[src/rtl/arb2to1.sv]
// Two-requester burst arbiter: one-cycle grant latency, round-robin priority, bursts capped at MAX_BURST.
// Backpressure: out_ready low freezes grant, select and beat count; out is a combinational mux of w0/w1.
module arb2to1 #(
  parameter int DATA_W    = 8,
  parameter int MAX_BURST = 4
) (
  input  logic              clk,
  input  logic              rst_n,
  input  logic              req0,
  input  logic              req1,
  input  logic [DATA_W-1:0] w0,
  input  logic [DATA_W-1:0] w1,
  input  logic              out_ready,
  output logic              gnt0,
  output logic              gnt1,
  output logic              s,
  output logic [DATA_W-1:0] out,
  output logic              out_valid
);

  localparam int CNT_W = $clog2(MAX_BURST + 1);
  localparam logic [CNT_W-1:0] LAST_BEAT = CNT_W'(MAX_BURST - 1);

  typedef enum logic [1:0] {
    IDLE = 2'd0,
    G0   = 2'd1,
    G1   = 2'd2
  } state_t;

  state_t           state;
  state_t           state_nxt;
  logic             prio;
  logic             prio_nxt;
  logic [CNT_W-1:0] beat_cnt;
  logic [CNT_W-1:0] beat_cnt_nxt;

  logic own_req;
  logic other_req;
  logic xfer;
  logic grant_end;

  always_ff @(posedge clk or negedge rst_n) begin
    if (!rst_n) begin
      state    <= IDLE;
      prio     <= 1'b0;
      beat_cnt <= '0;
    end else begin
      state    <= state_nxt;
      prio     <= prio_nxt;
      beat_cnt <= beat_cnt_nxt;
    end
  end

  // Owner's request qualifies the beat; in IDLE nobody owns the channel.
  always_comb begin
    own_req   = 1'b0;
    other_req = 1'b0;
    case (state)
      G0: begin
        own_req   = req0;
        other_req = req1;
      end
      G1: begin
        own_req   = req1;
        other_req = req0;
      end
      default: begin
        own_req   = 1'b0;
        other_req = 1'b0;
      end
    endcase
  end

  assign xfer      = own_req & out_ready;
  assign grant_end = (state != IDLE) && (!own_req || (xfer && (beat_cnt == LAST_BEAT)));

  always_comb begin
    state_nxt    = state;
    prio_nxt     = prio;
    beat_cnt_nxt = beat_cnt;
    case (state)
      IDLE: begin
        beat_cnt_nxt = '0;
        if (req0 && req1)
          state_nxt = prio ? G1 : G0;
        else if (req0)
          state_nxt = G0;
        else if (req1)
          state_nxt = G1;
      end
      G0, G1: begin
        if (grant_end) begin
          // Hand priority to the other side; switch directly if it is waiting.
          prio_nxt     = (state == G0);
          beat_cnt_nxt = '0;
          if (other_req)
            state_nxt = (state == G0) ? G1 : G0;
          else if (!own_req)
            state_nxt = IDLE;
        end else if (xfer) begin
          beat_cnt_nxt = beat_cnt + CNT_W'(1);
        end
      end
      default: begin
        state_nxt    = IDLE;
        beat_cnt_nxt = '0;
      end
    endcase
  end

  assign gnt0      = (state == G0);
  assign gnt1      = (state == G1);
  assign s         = (state == G1);
  assign out_valid = own_req;
  assign out       = s ? w1 : w0;

endmodule

[config.mk]
export PLATFORM = sky130hd
export DESIGN_NAME = arb2to1
export DESIGN_NICKNAME = d
export VERILOG_FILES = /design/src/rtl/arb2to1.sv
export SDC_FILE = /design/constraint.sdc
export NUM_CORES = 1
export LEC_CHECK = 0
export CAP_MARGIN = 20
export CORE_MARGIN = 3
export CORE_UTILIZATION = 33
export DETAILED_ROUTE_END_ITERATION = 8
export GPL_TIMING_DRIVEN = 0
export HOLD_SLACK_MARGIN = 0.15
export PLACE_DENSITY = 0.74
export SLEW_MARGIN = 10
export SYNTH_ARGS = -nofsm -noshare
export SYNTH_HDL_FRONTEND = slang
export SYNTH_SLANG_ARGS = --single-unit
[constraint.sdc]
create_clock -name clk -period 1.8 [get_ports clk]
set_input_delay 0.45 -clock clk [delete_from_list [all_inputs] [get_ports clk]]
set_output_delay 0.45 -clock clk [all_outputs]
set_load 0.02 [all_outputs]
==> results.toml <==
[synth]
syn-mean-instance-area_sq_um = 9.94
synthSimpleGateAreaFrac = 0.146
yosys-top-cells-count = "mux2_2, dfrtp_1, ha_1, nand2_1"
ys_seq_elements = 6
synth_adder_area_share = 0.132
synth.distinct_cells = 25
syn_inst = 57
synth_seq_area_share = 0.265
ys.flop_type = "dfrtp_1"
synth-edff-count = 0
synth_top_family_by_area = "multiplexers"
synth_most_common_cell = "mux2_2"
syn_nets = 84
muxShareOfSynthArea = 0.219
syn_area_sq_um = 567
synth_compound_area_frac = 0.174
yosys.area.top_type = "dfrtp_1"
synth.area.top_cells = "dfrtp_1, mux2_2, ha_1"
synth_top_area_share = 0.265
synthArstFlopShare = 1.00
ys_warn_count = 0
synthXorXnorAreaFrac = 0.0155

[floorplanning]
die_w_um = 47.4
dieArea_sq_um = 2250
initial_core_util = 0.364
die_y_um = 47.4
io_pins = 33
rows = 14
core_area_sq_um = 1560

[setup_path]
worstPathMaxFanout = 5
required_ns = 1.35
worst_setup_path_end_kind = "output port"
critPathArrivalTime_ns = 1.53
worstSetupEndpoint = "out[0]"
r2r_end = "state[0]"
ff2ff_path_depth = 6
crit_path_start_kind = "flop"
crit_type = "flop to output port"
r2r-start = "state[1]"
crit_start = "state[1]"
reg2reg_slack_ns = 0

[placed_design]
pre_cts_ws_ns = -0.663
port_buffers = 32
dpl.hpwl_um = 1120
place_congestion = 0.702

[hold_path]
min_path_type = "input pin to async pin"

[final_layout]
areaGrowthSynthToFinish_pct = 104
register_area_sq_um = 153
nets = 133
fillCellCount = 111
multi_input_area_sq_um = 474
antenna_cells = 0
final_layout_size_suffix_gt1_frac = 0.481
fin_util = 0.742

[power]
p_leak_uw = 0.000525
ir_drop_mv = 0.836
p_per_area_nw_per_um2 = 1470

[clock_tree]
clockRootBuffer = "clkbuf_4"
clk_pin_slew_ns = 0.05
htreeDepth = 1
cts.sink_count = 6
cts_tree = "built"
numCtsBuffers = 3
clk_latency_ns = 0.24
clockBufferDepth = 2
cts_hold_buf = 0

[routing]
drc = 0
drtAntennaViolNets = 0
drt_iter0_drc = 6
first_pass_iters = 4
routed_wl_um = 1650
wl_per_cell_um = 13.8
viasPerCell = 5.12
via_count = 614

[outcome]
status = "finished with violations"
violations = "setup timing"

[sta]
fmax_ghz = 0.505
rsz0062_at_grt = "true"
setup_violations = 10
clock_skew_ns = 0.00567
hold_viol = 0
worst_pin_slew_ns = 0.253
min_period_ns = 1.98
timing.final.crit_share = 1.10
maxSlewViolCount = 0
finalSetupTns_ns = -1.26
finalWorstSetupSlack_ns = -0.181
timing.slew.headroom = 0.831

[global_route]
grt_antenna_before_repair = 0
grt_pass1_vias = 570
grt_pass1_wl_um = 2310
grt_max_degree = 8
track_usage = 0.146
grt_overflow = 0

[run]
maxCapViolCount = 0
[power by group]
| part | total (uW) | leakage (uW) | internal (uW) | switching (uW) |
|---|---|---|---|---|
| Combinational | 1370 | 0.000434 | 815 | 558 |
| Sequential | 210 | 0.0000779 | 179 | 31.2 |
| Clock | 118 | 0.0000138 | 75.1 | 43.4 |
| Total | 1700 | 0.000525 | 1070 | 633 |
[worst min-delay path by stage]
| stage | cells past startpoint | to | startpoint | slack, ns |
|---|---|---|---|---|
| floorplan | 0 | beat_cnt[0] | rst_n | 0.15 |
| global route | 1 | beat_cnt[2] | rst_n | 0.45 |
| global placement | 2 | beat_cnt[1] | beat_cnt[1] | 0.52 |
| finish | 1 | prio | rst_n | 0.44 |
| detailed placement | 1 | prio | prio | 0.53 |
| CTS | 1 | prio | rst_n | 0.45 |
[state kept, by name (all words and copies together) (netlist names)]
signal	cells
beat_cnt	3
prio	1
state	2
[logic make-up (layout without fill, tap and decap cells)]
| family | Yosys count | after routing |
|---|---|---|
| buf+inv | 6 | 53 |
| fa+ha+maj | 6 | 6 |
| simple gates | 16 | 16 |
| mux | 11 | 11 |
| xor+xnor | 1 | 1 |
| flops | 6 | 6 |
| compound gates | 11 | 11 |
[critical path, stage by stage (launching register included)]
cell and delay, ns:
dfrtp_2 0.42, ha_4 0.20, buf_12 0.12, buf_8 0.12, mux2_4 0.30, buf_6 0.13
[per-stage QoR]
| step | power (uW) | hold slack (ns) | area (sq um) | cells |
|---|---|---|---|---|
| global placement | 1080 | 0.516 | 915 | 105 |
| global route | 1810 | 0.447 | 1160 | 120 |
| finish | 1700 | 0.442 | 1160 | 120 |
| detailed placement | 1090 | 0.526 | 915 | 105 |
| floorplan | 804 | 0.154 | 574 | 57 |
| CTS | 1710 | 0.445 | 1150 | 120 |
[cells in the final DEF, fill, tap and decap left out, drive strengths merged, types with 2 or more instances in the layout]
cell type,synthesis,routed
a21oi,4,4
mux2,11,11
ha,6,6
clkdlybuf4s50,0,18
dfrtp,6,6
nand2,6,6
a22o,2,2
nand3,3,3
inv,4,4
clkbuf,0,4
dlygate4sd2,0,3
buf,2,24
[cell type report]
type / instances / share of cell area
buffer: 2 / 0.0227
clock buffer: 3 / 0.0195
inverter: 4 / 0.0130
multi-input combinational: 45 / 0.410
sequential: 6 / 0.132
tap: 16 / 0.0173
timing repair buffer: 44 / 0.386
[repair_timing]
action | 4_1_cts | 5_1_grt
cloned | 1 | 0
pin swaps | 5 | 3
buffers inserted | 11 | 2
setup endpoints to repair | 14 | 13
resized for setup | 81 | 11
[metal layers]
metal	GRT usage	part of all wire	wire length [um]
met2	0.283	0.48	795
met1	0.144	0.38	620
met4	0.0497	0.0091	15
met3	0.0414	0.13	218
met5	0	0	0
(Power assumes the default switching activity.)
